===== src/rtl/muldiv_if.sv =====
// Handshake and HI/LO bus between the control unit and the multiply/divide unit.
// The master is the controller, and the slave is the execute unit.
interface muldiv_if #(
    parameter int WIDTH = 32
) ();
    logic             start;
    logic [1:0]       op;
    logic [WIDTH-1:0] rs_data;
    logic [WIDTH-1:0] rt_data;
    logic             hi_we;
    logic             lo_we;
    logic [WIDTH-1:0] wdata;
    logic             busy;
    logic             done;
    logic [WIDTH-1:0] hi;
    logic [WIDTH-1:0] lo;

    modport master (
        output start, op, rs_data, rt_data, hi_we, lo_we, wdata,
        input  busy, done, hi, lo
    );

    modport slave (
        input  start, op, rs_data, rt_data, hi_we, lo_we, wdata,
        output busy, done, hi, lo
    );
endinterface


===== src/rtl/muldiv_unit.sv =====
// Iterative MULT/MULTU/DIV/DIVU execute unit holding the HI/LO registers.
// Latency is fixed at 34 cycles from the start edge to the done pulse.
//
// state | meaning
// ------+-----------------------------------------------------------
// IDLE  | waiting for start; MTHI/MTLO writes accepted
// RUN   | 32 iterations of shift-add / restoring shift-subtract
// FIX   | sign correction; result loaded into hi/lo at the exit edge
// DONE  | done pulse, busy low; a start here is accepted as in IDLE
module muldiv_unit #(
    parameter int               WIDTH  = 32,
    parameter logic [WIDTH-1:0] HI_RST = '0,
    parameter logic [WIDTH-1:0] LO_RST = '0
) (
    input logic     clock,
    input logic     reset,
    muldiv_if.slave bus
);
    localparam int CW = $clog2(WIDTH);

    typedef enum logic [1:0] {
        S_IDLE,
        S_RUN,
        S_FIX,
        S_DONE
    } state_t;

    state_t             state, state_nxt;
    logic               accept;

    logic               is_div;
    logic               neg_q;
    logic               neg_r;
    logic [WIDTH-1:0]   b_mag_q;
    logic [2*WIDTH-1:0] acc;
    logic [CW-1:0]      cnt;
    logic [WIDTH-1:0]   hi_q, lo_q;

    logic               a_neg, b_neg;
    logic [WIDTH-1:0]   a_mag, b_mag;

    logic [WIDTH:0]     mul_sum;
    logic [2*WIDTH-1:0] mul_next;
    logic [WIDTH:0]     div_sh;
    logic               div_ok;
    logic [WIDTH-1:0]   div_diff;
    logic [2*WIDTH-1:0] div_next;

    logic [2*WIDTH-1:0] prod_fix;
    logic [WIDTH-1:0]   quo_fix, rem_fix;
    logic [WIDTH-1:0]   res_hi, res_lo;

    // State register
    always_ff @(posedge clock) begin
        if (reset) begin
            state <= S_IDLE;
        end else begin
            state <= state_nxt;
        end
    end

    // Next-state decode and handshake outputs
    always_comb begin
        state_nxt = state;
        accept    = 1'b0;
        case (state)
            S_IDLE: begin
                if (bus.start) begin
                    accept    = 1'b1;
                    state_nxt = S_RUN;
                end
            end
            S_RUN: begin
                if (cnt == '1) begin
                    state_nxt = S_FIX;
                end
            end
            S_FIX: begin
                state_nxt = S_DONE;
            end
            S_DONE: begin
                if (bus.start) begin
                    accept    = 1'b1;
                    state_nxt = S_RUN;
                end else begin
                    state_nxt = S_IDLE;
                end
            end
            default: state_nxt = S_IDLE;
        endcase
    end

    assign bus.busy = (state == S_RUN) || (state == S_FIX);
    assign bus.done = (state == S_DONE);
    assign bus.hi   = hi_q;
    assign bus.lo   = lo_q;

    // Operand magnitudes at accept time; op[0]=0 selects the signed forms
    always_comb begin
        a_neg = ~bus.op[0] & bus.rs_data[WIDTH-1];
        b_neg = ~bus.op[0] & bus.rt_data[WIDTH-1];
        a_mag = a_neg ? -bus.rs_data : bus.rs_data;
        b_mag = b_neg ? -bus.rt_data : bus.rt_data;
    end

    // One multiply step and one restoring-divide step on the accumulator
    always_comb begin
        mul_sum  = {1'b0, acc[2*WIDTH-1:WIDTH]} + (acc[0] ? {1'b0, b_mag_q} : '0);
        mul_next = {mul_sum, acc[WIDTH-1:1]};

        div_sh   = {acc[2*WIDTH-1:WIDTH], acc[WIDTH-1]};
        div_ok   = (div_sh >= {1'b0, b_mag_q});
        div_diff = div_sh[WIDTH-1:0] - b_mag_q;
        if (div_ok) begin
            div_next = {div_diff, acc[WIDTH-2:0], 1'b1};
        end else begin
            div_next = {div_sh[WIDTH-1:0], acc[WIDTH-2:0], 1'b0};
        end
    end

    // Sign correction of the final result
    always_comb begin
        prod_fix = neg_q ? -acc : acc;
        quo_fix  = neg_q ? -acc[WIDTH-1:0] : acc[WIDTH-1:0];
        rem_fix  = neg_r ? -acc[2*WIDTH-1:WIDTH] : acc[2*WIDTH-1:WIDTH];
        res_hi   = is_div ? rem_fix : prod_fix[2*WIDTH-1:WIDTH];
        res_lo   = is_div ? quo_fix : prod_fix[WIDTH-1:0];
    end

    // Operand latch and iteration datapath
    always_ff @(posedge clock) begin
        if (reset) begin
            is_div  <= 1'b0;
            neg_q   <= 1'b0;
            neg_r   <= 1'b0;
            b_mag_q <= '0;
            acc     <= '0;
            cnt     <= '0;
        end else if (accept) begin
            is_div  <= bus.op[1];
            // A zero divisor gives an all-ones quotient and the dividend
            // magnitude as remainder, so the quotient must not be negated.
            neg_q   <= (a_neg ^ b_neg) & ~(bus.op[1] & (bus.rt_data == '0));
            neg_r   <= a_neg;
            b_mag_q <= b_mag;
            acc     <= {{WIDTH{1'b0}}, a_mag};
            cnt     <= '0;
        end else if (state == S_RUN) begin
            acc <= is_div ? div_next : mul_next;
            cnt <= cnt + CW'(1);
        end
    end

    // HI/LO: result load on FIX exit, MTHI/MTLO only while idle
    always_ff @(posedge clock) begin
        if (reset) begin
            hi_q <= HI_RST;
            lo_q <= LO_RST;
        end else if (state == S_FIX) begin
            hi_q <= res_hi;
            lo_q <= res_lo;
        end else if (state == S_IDLE) begin
            if (bus.hi_we) begin
                hi_q <= bus.wdata;
            end
            if (bus.lo_we) begin
                lo_q <= bus.wdata;
            end
        end
    end
endmodule


===== src/flat_wrapper.sv =====
// flat-port wrapper written by rule: the top's interface ports become plain ports
module muldiv_unit_flat 
#(
    parameter int               WIDTH  = 32,
    parameter logic [WIDTH-1:0] HI_RST = '0,
    parameter logic [WIDTH-1:0] LO_RST = '0
)
  (clock, reset, bus_start, bus_op, bus_rs_data, bus_rt_data, bus_hi_we, bus_lo_we, bus_wdata, bus_busy, bus_done, bus_hi, bus_lo);
  muldiv_if #(.WIDTH(WIDTH)) bus_i ();
  input logic clock;
  input logic reset;
  input wire logic [$bits(bus_i.start)-1:0] bus_start;
  input wire logic [$bits(bus_i.op)-1:0] bus_op;
  input wire logic [$bits(bus_i.rs_data)-1:0] bus_rs_data;
  input wire logic [$bits(bus_i.rt_data)-1:0] bus_rt_data;
  input wire logic [$bits(bus_i.hi_we)-1:0] bus_hi_we;
  input wire logic [$bits(bus_i.lo_we)-1:0] bus_lo_we;
  input wire logic [$bits(bus_i.wdata)-1:0] bus_wdata;
  output wire logic [$bits(bus_i.busy)-1:0] bus_busy;
  output wire logic [$bits(bus_i.done)-1:0] bus_done;
  output wire logic [$bits(bus_i.hi)-1:0] bus_hi;
  output wire logic [$bits(bus_i.lo)-1:0] bus_lo;
  assign bus_i.start = bus_start;
  assign bus_i.op = bus_op;
  assign bus_i.rs_data = bus_rs_data;
  assign bus_i.rt_data = bus_rt_data;
  assign bus_i.hi_we = bus_hi_we;
  assign bus_i.lo_we = bus_lo_we;
  assign bus_i.wdata = bus_wdata;
  assign bus_busy = bus_i.busy;
  assign bus_done = bus_i.done;
  assign bus_hi = bus_i.hi;
  assign bus_lo = bus_i.lo;
  muldiv_unit #(.WIDTH(WIDTH), .HI_RST(HI_RST), .LO_RST(LO_RST)) u_core (.clock(clock), .reset(reset), .bus(bus_i));
endmodule

===== config.mk =====
export PLATFORM = sky130hd
export DESIGN_NAME = muldiv_unit_flat
export DESIGN_NICKNAME = d
export VERILOG_FILES = /design/src/rtl/muldiv_if.sv /design/src/rtl/muldiv_unit.sv /design/src/flat_wrapper.sv
export SDC_FILE = /design/constraint.sdc
export NUM_CORES = 1
export LEC_CHECK = 0
export BUFFER_PORTS_ARGS = -buffer_cell sky130_fd_sc_hd__buf_4
export CAP_MARGIN = 30
export CORE_ASPECT_RATIO = 1.1
export CORE_MARGIN = 4
export CORE_UTILIZATION = 30
export CTS_CLUSTER_SIZE = 20
export DETAILED_ROUTE_END_ITERATION = 10
export GPL_ROUTABILITY_DRIVEN = 0
export MAX_ROUTING_LAYER = met4
export PLACE_DENSITY_LB_ADDON = 0.12
export SLEW_MARGIN = 20
export SYNTH_ARGS = -nofsm -noshare
export SYNTH_HDL_FRONTEND = slang
export SYNTH_SLANG_ARGS = --single-unit

===== constraint.sdc =====
create_clock -name clock -period 3.34 [get_ports clock]
set_input_delay 0.167 -clock clock [delete_from_list [all_inputs] [get_ports clock]]
set_output_delay 0.167 -clock clock [all_outputs]
set_load 0.01 [all_outputs]

* Word level (Yosys, flattened, before mapping)
Index checks and enable logic that the tools add are counted.
Cells by class: $add $sub $neg 8, $lt $le $gt $ge 1, eq/ne operators 6, multiplexer cells 24, bitwise gates (word level) 7, reduce and logical (&&, ||, !) cells 12
Operators with widths (number):
- 32-bit two-way mux | 15
- 64-bit two-way mux | 3
- 32-bit negator | 4
- 64-bit negator | 1
- 32-bit by 32-bit adder with 33-bit output | 1
- 33-bit by 32-bit greater-or-equal comparator with 1-bit output | 1
- 32-bit zero test | 1
- 32-bit subtractor | 1
- 2-bit one-hot mux with 4 select lines | 1
- 2-bit nonzero test | 4
- 2-bit AND reduction | 3
- 5-bit by 1-bit adder with 5-bit output (second input constant) | 1
- 5-bit equality test (second input constant) | 1
- 1-bit bitwise AND | 4
- 2-bit equality test (second input constant) | 2
- 2-bit two-way mux | 2
- 2-bit OR reduction | 2
- 1-bit two-way mux | 3
- 2-bit by 1-bit equality test with 1-bit output (second input constant) | 1
- 2-bit zero test | 1
- 2-bit by 1-bit != test with 1-bit output (second input constant) | 1
- 2-bit != test (second input constant) | 1
- 1-bit NOT | 2
- 1-bit logical OR | 1
- 1-bit XOR | 1
Storage, ports and cells: flip-flop bits (word level) 170, word-level logic and storage cells 68

* Longest topological paths before layout
Gate-level depths: netlist of the first run.
depth after elaboration 5, mapped depth 15

* Worst setup path before layout of the first run
No wires, ideal clock.
kind flip-flop to flip-flop, start register u_core.acc[0], end register u_core.acc[56], arrival 3.088 ns, setup slack 0.134 ns, stages on the path, launching flop included 14, path buffers 1, period minus slack after synthesis 3.206 ns, path through dfxtp_1 inv_1 buf_1 nor2_1 ha_1 a21o_1 a31o_2 or4_1 nor3_1 o31ai_1 a41oi_1 xor2_1 nand2_1 a32o_1
On the way: cells in the longest elaborated chain, start to end 3
Ends and longest elaborated chain:
- start, declared | line muldiv_unit.sv:35 | logic [2*WIDTH-1:0] acc;
- start signal, assigned | line muldiv_unit.sv:146 | acc <= {{WIDTH{1'b0}}, a_mag};
- start signal, assigned | line muldiv_unit.sv:149 | acc <= is_div ? div_next : mul_next;
- 32-bit two-way mux | line muldiv_unit.sv:108 | mul_sum = {1'b0, acc[2*WIDTH-1:WIDTH]} + (acc[0] ? {1'b0, b_mag_q} : '0);
- 32-bit by 32-bit adder with 33-bit output | line muldiv_unit.sv:108
- 64-bit two-way mux | line muldiv_unit.sv:149
Every way passes these cells. A chain may end at the register's enable or synchronous reset.

* Worst setup path after layout of the first run
start register u_core.acc[0], end register u_core.acc[61]
Same word-level chain as after synthesis.

==> impl_metrics.yaml, run 1 <==
global_routing:
  grt_overflow: 0
  grt_pass1_wl_mm: 86.8
  antenna_found_initial: 0
  grt_max_degree: 101
  gr-usage-all-layers: 0.224
  grt_pass1_vias: 14246
timing:
  fin_crit_sh: 0.960
  tightest_slew_ns: 0.728
  hold_viol: 0
  fmax_mhz: 312
  fin_hold_ws_ns: 0.0224
  finalClockSkew_ns: 0.0112
  rsz0062_at_grt: "true"
  max_slew_margin: 0.515
  setup_viol: 0
  finalCriticalPeriod_ns: 3.21
  drv_slew: 0
  setup_tns_ns: 0
cts:
  clockBufferDepth: 2
  cts_buffers: 17
  insertion_delay_ns: 0.46
  path_clk_slew_ns: 0.07
  cts_htree_levels: 4
  cts_tree: "done"
  cts.sinks: 170
  cts_root_buffer: "clkbuf_16"
synth:
  synth_area_per_cell_um2: 7.58
  synth_edf_count: 0
  synth_top_family_by_area: "compound AO/OA/AOI/OAI gates"
  yosysTopAreaCellShare: 0.242
  synth_flop_cell: "dfxtp_1"
  yosys.area.top_type: "dfxtp_1"
  synthMuxAreaShare: 0.0343
  ys_top_cells_by_count: "199 x a211oi_1, 180 x nor2_1, 170 x dfxtp_1"
  ys_ff_latch: 170
  syn-num-nets: 2033
  synth_compound_area_frac: 0.301
  synth.most_common_cell: "a211oi_1"
  synthSimpleGateAreaFrac: 0.199
  synth_cells: 1854
  synth_xor_area_frac: 0.0997
  ys_seq_area_frac: 0.242
  yosysWarnings: 0
  async_flop_share: 0
  yosys.area_share.adder: 0.0687
  synth_area_leaders: "dfxtp_1 24%, a211oi_1 11%, ha_1 6.6%"
  netlist_area_um2: 14100
  synth_cell_type_count: 73
placement:
  port_buffers: 168
  place_area_um2: 16700
  dp_hpwl_mm: 44.9
final_layout:
  drive_gt1_frac: 0.199
  syn_to_final_growth_pct: 24.2
  design_area_um2: 17500
  num_antenna_cells: 0
  final_nets: 2237
floorplanning:
  core_area_um2: 46000
  initial_core_util: 0.306
  die_area_um2: 50400
  die-height_um: 235
  pin_count: 169
  num_rows: 82
  die_x_um: 214
critical_path:
  critPathLaunchType: "flip-flop"
  crit_top_cell: "o211ai_1"
  r2r_cells: 14
  critPathMaxStageDelay_ns: 0.68
  r2r_slack_ns: 0.13
  r2r-start: "u_core.acc[0]"
  crit_fanout: 10
  critPathKind: "reg -> reg"
  end_kind: "flip-flop"
  crit_required_ns: 3.73
  reg2reg_to: "u_core.acc[61]"
  path_cells: "inv_8 -> nor2_1 -> ha_1 -> o211ai_1 -> o211ai_1 -> and3_1 -> nor3_2 -> buf_4 -> buf_4 -> or4b_2 -> and3_4 -> a41oi_2 -> o211ai_1 -> o21ai_1"
  worstPathArrival_ns: 3.59
  slowest_stage: "or4b_2"
worst_hold_path:
  hp-start: "bus_rt_data[25]"
  min_to: "u_core.b_mag_q[25]"
  hold_path_class: "in -> reg"
  hold_depth: 3
drt:
  dr.pass1.iters: 7
  viasPerCell: 5.59
  drt_wl_total_mm: 57.2
  final_antenna_net_count: 0
  wl_per_cell_um: 21.5
  route.vias.total: 14854
  first_iter_violations: 1222
  drc: 0
pwr:
  p_per_area_nw_per_um2: 952
  ir_drop_mv: 0.492
  p_leak_nw: 7.18
run:
  drv_cap: 0
run_status:
  outcome: "finished, final reports clean"
-- cell usage in the layout (no fill, tap or decap), types with 15 or more instances in the layout --
cell,instances
a211oi_1,195
a21o_1,29
a21oi_1,122
and3_1,80
buf_4,312
clkbuf_16,17
dfxtp_1,167
ha_1,70
inv_1,60
mux2i_1,38
nand2_1,129
nand3_1,26
nor2_1,178
nor3_1,25
nor4_1,19
o211ai_1,23
o21ai_0,123
o22ai_1,15
o31ai_1,21
or3_1,22
or4_1,16
xnor2_1,66
xor2_1,94
-- worst max-delay path, delay by kind of cell, from the launching register on --
kind / cells / cell delay [ns]
buffers and inverters: 3 / 0.37
adder cells (fa/ha/maj): 1 / 0.34
AO/OA/AOI/OAI: 5 / 0.82
flip-flops: 1 / 0.37
AND/OR/NAND/NOR: 5 / 1.25
-- stage by stage --
stage,worst slack (ns),utilization,power [mW],std cells
final,0.132,0.380,16.6,2658
after global routing,-0.0703,0.380,17.9,2658
after CTS,0.0353,0.376,16.5,2652
after detailed placement,-0.147,0.363,14.4,2617
after global placement,-0.120,0.363,14.3,2616
after floorplan,0.134,-,10.2,1854
-- registers in the layout (all words and copies together), names as in the netlist --
register,count
u_core.state,2
u_core.is_div,1
u_core.acc,64
u_core.neg_r,1
u_core.bus.lo,32
u_core.bus.hi,32
u_core.b_mag_q,32
u_core.neg_q,1
u_core.cnt,5
-- how the worst max path moves through the flow --
stage,end,slack [ns],startpoint
4_1_cts,u_core.acc[61],0.04,u_core.acc[0]
2_1_floorplan,u_core.acc[56],0.13,u_core.acc[0]
5_1_grt,u_core.acc[61],-0.07,u_core.acc[0]
3_3_place_gp,u_core.acc[62],-0.12,u_core.b_mag_q[11]
3_5_place_dp,u_core.acc[62],-0.15,u_core.b_mag_q[9]
6_report,u_core.acc[61],0.13,u_core.acc[0]
-- where the power goes --
| part | internal, mW | total [mW] | switching [mW] |
|---|---|---|---|
| Combinational | 4.59 | 11.1 | 6.53 |
| Clock | 1.04 | 2.01 | 0.970 |
| Sequential | 2.78 | 3.47 | 0.697 |
-- per-layer routing --
| metal | GRT usage | share of wire |
|---|---|---|
| met1 | 0.309 | 0.47 |
| met5 | - | 0 |
| met4 | 0.0648 | 0.025 |
| met2 | 0.344 | 0.45 |
| met3 | 0.0282 | 0.055 |
-- cells by family after synthesis --
family / after synthesis
flip-flops: 170
buffers and inverters: 198
AO/OA/AOI/OAI: 639
AND/OR/NAND/NOR: 564
XOR/XNOR: 160
multiplexers: 47
adder cells (fa/ha/maj): 76
-- layout make-up --
| type | count | area, um^2 |
|---|---|---|
| Sequential cell | 170 | 3410 |
| Clock buffer | 18 | 429 |
| Multi-Input combinational cell | 1486 | 10000 |
| Timing Repair Buffer | 321 | 2480 |
| Tap cell | 588 | 736 |
| Inverter | 62 | 240 |
| Fill cell | 4880 | 28500 |
| Clock inverter | 13 | 131 |
-- what timing repair did --
action,4_1_cts,5_1_grt
hold buffers,4,0
setup endpoints to repair,6,18
pin swaps,0,18
buffers inserted,0,5
endpoints found under the hold margin,4,0
gates resized for setup,4,30
cloned,0,0
(Power assumes the default switching activity.)
==> run 2: changes to the inputs <==
--- a/config.mk
+++ b/config.mk
@@ -7,6 +7,8 @@
 export LEC_CHECK = 0
 export BUFFER_PORTS_ARGS = -buffer_cell sky130_fd_sc_hd__buf_4
 export CAP_MARGIN = 30
+export CELL_PAD_IN_SITES_DETAIL_PLACEMENT = 1
+export CELL_PAD_IN_SITES_GLOBAL_PLACEMENT = 1
 export CORE_ASPECT_RATIO = 1.1
 export CORE_MARGIN = 4
 export CORE_UTILIZATION = 30
==> impl_metrics.yaml, run 2 (synthesis gave the netlist of run 1 again) <==
cts:
  path_clk_slew_ns: 0.07
  cts_htree_levels: 4
  clockBufferDepth: 2
  cts_tree: "done"
  cts_root_buffer: "clkbuf_16"
  insertion_delay_ns: 0.46
  cts.sinks: 170
  cts_buffers: 17
critical_path:
  r2r_slack_ns: 0.12
  critPathKind: "reg -> reg"
  worstPathArrival_ns: 3.57
  crit_fanout: 4
  r2r-start: "u_core.acc[0]"
  crit_required_ns: 3.70
  end_kind: "flip-flop"
  reg2reg_to: "u_core.acc[55]"
  r2r_cells: 15
  critPathLaunchType: "flip-flop"
worst_hold_path:
  min_to: "u_core.b_mag_q[25]"
  hold_depth: 3
  hold_path_class: "in -> reg"
  hp-start: "bus_rt_data[25]"
timing:
  hold_viol: 0
  max_slew_margin: 0.467
  tightest_slew_ns: 0.799
  fin_crit_sh: 0.963
  setup_viol: 0
  finalCriticalPeriod_ns: 3.22
  setup_tns_ns: 0
  finalClockSkew_ns: 0.0126
  rsz0062_at_grt: "true"
  setup_slack_ns: 0.125
  drv_slew: 0
  fmax_mhz: 311
global_routing:
  antenna_found_initial: 0
  grt_overflow: 0
  grt_pass1_vias: 15325
  gr-usage-all-layers: 0.244
  grt_pass1_wl_mm: 94.4
  grt_max_degree: 67
final_layout:
  largest_register: "u_core.acc"
  final_cell_mix: "331 x buf_4, 195 x a211oi_1, 177 x nor2_1"
  num_antenna_cells: 0
  layout_commonest_cell: "buf_4"
  largest_reg_flops: 64
  drive_gt1_frac: 0.212
  final_nets: 2256
  syn_to_final_growth_pct: 25.9
drt:
  drc: 0
  dr.pass1.iters: 5
  viasPerCell: 5.63
  first_iter_violations: 1005
  final_antenna_net_count: 0
  drt_wl_total_mm: 61.9
  wl_per_cell_um: 23.1
  route.vias.total: 15080
run_status:
  outcome: "finished, final reports clean"
floorplanning:
  die_area_um2: 50400
  initial_core_util: 0.306
  die_x_um: 214
  core_area_um2: 46000
  num_rows: 82
  pin_count: 169
  die-height_um: 235
pwr:
  p_leak_nw: 7.33
  p_per_area_nw_per_um2: 981
  ir_drop_mv: 0.390
run:
  drv_cap: 0
placement:
  dp_hpwl_mm: 49.1
  post-place-ws_ns: -0.184
  port_buffers: 168
==> run 2: worst max-delay path, stage by stage, from the launching register on <==
cell and delay [ns]:
dfxtp_1 0.32, buf_4 0.14, and2_1 0.15, ha_2 0.19
fa_2 0.36, a211oi_2 0.29, o211ai_1 0.18, and3_1 0.21
nor3_2 0.27, buf_4 0.17, o22ai_2 0.08, buf_4 0.16
o22ai_2 0.12, xor2_1 0.18, a31oi_1 0.10, and3_1 0.20
==> run 2: area by class of cell <==
type / instances / area, um^2
flip-flops and latches: 170 / 3410
well taps: 588 / 736
multi-input cells: 1486 / 10100
fillers: 5641 / 28300
clock inverters: 14 / 184
inverters: 62 / 233
clock buffers: 18 / 439
repair buffers: 340 / 2640
==> run 2: metal layers <==
metal,GRT usage,part of all wire,vias up
li1,-,-,7348
met1,0.309,0.45,7403
met2,0.411,0.49,274
met3,0.0252,0.030,55
met4,0.0762,0.029,0
met5,-,0,-
==> run 2: through the flow <==
step | utilization | hold WS, ns | area, um^2 | cells | total power [mW]
global route | 0.385 | 0.0298 | 17700 | 2678 | 18.7
finish | 0.385 | 0.0256 | 17700 | 2678 | 17.4
global placement | 0.366 | 0.442 | 16800 | 2634 | 14.8
floorplan | - | 0.272 | 14100 | 1854 | 10.2
CTS | 0.382 | 0.00869 | 17600 | 2673 | 17.2
detailed placement | 0.366 | 0.441 | 16800 | 2634 | 14.9
==> run 2: worst max-delay path by stage <==
| stage | to | from |
|---|---|---|
| floorplan | u_core.acc[56] | u_core.acc[0] |
| CTS | u_core.acc[62] | u_core.acc[0] |
| detailed placement | u_core.acc[55] | u_core.acc[0] |
| global placement | u_core.acc[55] | u_core.acc[0] |
| global route | u_core.acc[62] | u_core.b_mag_q[27] |
| finish | u_core.acc[55] | u_core.acc[0] |
==> run 2: what timing repair did <==
action | 4_1_cts | 5_1_grt
buffers inserted | 4 | 4
hold buffers | 3 | 0
hold endpoints to repair | 3 | 0
setup endpoints to repair | 10 | 30
pin swaps | 3 | 13
gates cloned | 0 | 0
resized for setup | 13 | 32
==> run 2: power by group <==
part	total, mW	leakage, nW	switching, mW	internal (mW)
sequential	3.44	1.40	0.668	2.77
clock	2.18	0.304	0.969	1.22
combinational	11.7	5.63	6.92	4.81
total	17.4	7.33	8.55	8.80
==> run 3: changes to the inputs <==
--- a/config.mk
+++ b/config.mk
@@ -5,6 +5,7 @@
 export SDC_FILE = /design/constraint.sdc
 export NUM_CORES = 1
 export LEC_CHECK = 0
+export ABC_AREA = 1
 export BUFFER_PORTS_ARGS = -buffer_cell sky130_fd_sc_hd__buf_4
 export CAP_MARGIN = 30
 export CELL_PAD_IN_SITES_DETAIL_PLACEMENT = 1
==> impl_metrics.yaml, run 3 <==
synth:
  ys_seq_area_frac: 0.203
  ys_ff_latch: 170
  ys_top_cells_by_count: "841 x nand2_1, 418 x inv_1, 350 x nand3_1"
  synth_edf_count: 0
  synth_top_family_by_area: "simple AND/OR/NAND/NOR gates"
  synth_area_leaders: "dfxtp_1 20%, nand2_1 19%, nand3_1 10%"
  yosys.area.top_type: "dfxtp_1"
  synth_flop_cell: "dfxtp_1"
  synth_area_per_cell_um2: 5.59
  syn-num-nets: 3176
  synth_cells: 2997
  synth_cell_type_count: 53
  yosys.area_share.adder: 0.0576
  netlist_area_um2: 16800
  async_flop_share: 0
  synthMuxAreaShare: 0
  synth.most_common_cell: "nand2_1"
  synthSimpleGateAreaFrac: 0.420
  yosysWarnings: 0
  synth_compound_area_frac: 0.180
  synth_xor_area_frac: 0.0157
  yosysTopAreaCellShare: 0.203
cts:
  insertion_delay_ns: 0.52
  cts_buffers: 17
  cts_root_buffer: "clkbuf_16"
  cts_htree_levels: 4
  path_clk_slew_ns: 0.07
  cts.sinks: 170
  cts_tree: "done"
  clockBufferDepth: 2
timing:
  tightest_slew_ns: 0.835
  fmax_mhz: 321
  setup_viol: 0
  hold_viol: 0
  setup_slack_ns: 0.224
  fin_crit_sh: 0.933
  finalCriticalPeriod_ns: 3.12
  finalClockSkew_ns: 0.0170
  drv_slew: 0
  max_slew_margin: 0.441
  rsz0062_at_grt: "false"
  setup_tns_ns: 0
floorplanning:
  pin_count: 169
  die_x_um: 233
  core_area_um2: 55100
  initial_core_util: 0.304
  num_rows: 90
  die_area_um2: 59700
  die-height_um: 256
critical_path:
  critPathKind: "reg -> reg"
  critPathMaxStageDelay_ns: 0.39
  end_kind: "flip-flop"
  crit_required_ns: 3.79
  path_cells: "inv_1 -> ha_1 -> nand2_2 -> inv_1 -> a21oi_1 -> nand3_1 -> nand2_1 -> nand2_2 -> nand2_2 -> nand2_8 -> nor2_8 -> inv_1 -> nor2_1 -> nor2_1 -> nor2_1"
  r2r_cells: 15
  crit_fanout: 34
  critPathLaunchType: "flip-flop"
  slowest_stage: "dfxtp_1"
  r2r-start: "u_core.b_mag_q[8]"
  worstPathArrival_ns: 3.57
  r2r_slack_ns: 0.22
  reg2reg_to: "u_core.acc[45]"
drt:
  final_antenna_net_count: 0
  drc: 0
  wl_per_cell_um: 22.0
  drt_wl_total_mm: 86.9
  route.vias.total: 21258
  dr.pass1.iters: 5
  viasPerCell: 5.38
  first_iter_violations: 1507
final_layout:
  largest_register: "u_core.acc"
  nFillCells: 7417
  drive_gt1_frac: 0.108
  final_cell_mix: "841 x nand2_1, 415 x inv_1, 350 x nand3_1"
  num_antenna_cells: 0
  layout_commonest_cell: "nand2_1"
  syn_to_final_growth_pct: 20.5
  largest_reg_flops: 64
  final_nets: 3378
worst_hold_path:
  hp-start: "bus_rt_data[11]"
  hold_depth: 3
  min_to: "u_core.b_mag_q[11]"
  hold_path_class: "in -> reg"
global_routing:
  grt_max_degree: 65
  grt_pass1_vias: 21577
  gr-usage-all-layers: 0.295
  grt_overflow: 0
  antenna_found_initial: 0
  grt_pass1_wl_mm: 131
pwr:
  p_per_area_nw_per_um2: 849
  p_leak_nw: 9.89
  ir_drop_mv: 0.506
  p_total_mw: 17.1
placement:
  post-place-ws_ns: 0.0530
  dp_hpwl_mm: 70.5
  port_buffers: 168
run_status:
  outcome: "finished, final reports clean"
run:
  drv_cap: 0
[run 3: cell types whose count changed after synthesis, sizes merged, moves of 31 or more]
| cell | previous run | this run |
|---|---|---|
| xor2 | 94 | 17 |
| inv | 62 | 429 |
| a21oi | 124 | 215 |
| nor2 | 181 | 273 |
| nand4 | 10 | 41 |
| nand2 | 129 | 852 |
| a211oi | 199 | 1 |
| o21ai | 128 | 225 |
| nand3 | 26 | 353 |
| mux2i | 38 | 0 |
| xnor2 | 66 | 13 |
| and3 | 81 | 1 |
| a31oi | 13 | 53 |
[run 3: worst max-delay path by stage]
stage                             from             end  slack [ns]  cells past startpoint
floorplan                u_core.acc[0]  u_core.acc[45]        0.93                     17
global placement    u_core.b_mag_q[11]  u_core.acc[45]        0.16                     15
detailed placement      u_core.acc[43]  u_core.acc[45]        0.05                     14
CTS                     u_core.acc[43]  u_core.acc[45]        0.05                     14
global route         u_core.b_mag_q[8]  u_core.acc[45]        0.07                     15
finish               u_core.b_mag_q[8]  u_core.acc[45]        0.22                     15
[run 3: logic make-up (layout without fill, tap and decap cells)]
kind of cell	count (synthesis)	count (layout)
and+or+nand+nor	1620	1620
AOI/OAI and AO/OA	559	559
buffers and inverters	542	757
DFF	170	170
adders and majority gates	76	76
xor gates and xnor gates	30	30
[run 3: power by group]
group,internal (mW),switching (mW)
sequential,2.60,0.669
combinational,3.56,8.25
clock,0.989,1.09
[run 3: final cells by class]
type	instances	area, um^2	share of cell area
Multi-Input combinational cell	2285	11300	0.559
Sequential cell	170	3410	0.169
Timing Repair Buffer	292	2360	0.117
Inverter	433	1630	0.0805
Tap cell	736	921	0.0456
Clock buffer	17	425	0.0211
Clock inverter	15	155	0.00768
[run 3: critical path, delay by kind of cell (launching register included)]
family                     cells  cell delay, ns
adders and majority gates      1            0.35
and+or+nand+nor               10            1.87
AOI/OAI and AO/OA              1            0.20
DFF                            1            0.39
buffers and inverters          3            0.24
[run 3: timing repair]
item	in CTS	in global routing
buffers inserted	0	1
gates resized for setup	0	3
hold buffers	53	0
hold endpoints to repair	63	0
endpoints found under the setup margin	0	1
[run 3: through the flow]
step,area [um^2],util,hold WS (ns),instances
finish,20200,0.367,0.0229,3948
global route,20200,0.367,0.0350,3948
CTS,20200,0.366,0.00185,3947
detailed placement,19100,0.346,0.413,3862
global placement,19100,0.346,0.404,3862
floorplan,16800,-,0.280,2997
[run 3: layer usage]
metal,GRT usage,up-vias,share of wire
met2,0.489,609,0.48
li1,-,10210,-
met5,-,-,0
met1,0.348,10273,0.41
met4,0.155,0,0.063
met3,0.0362,166,0.048
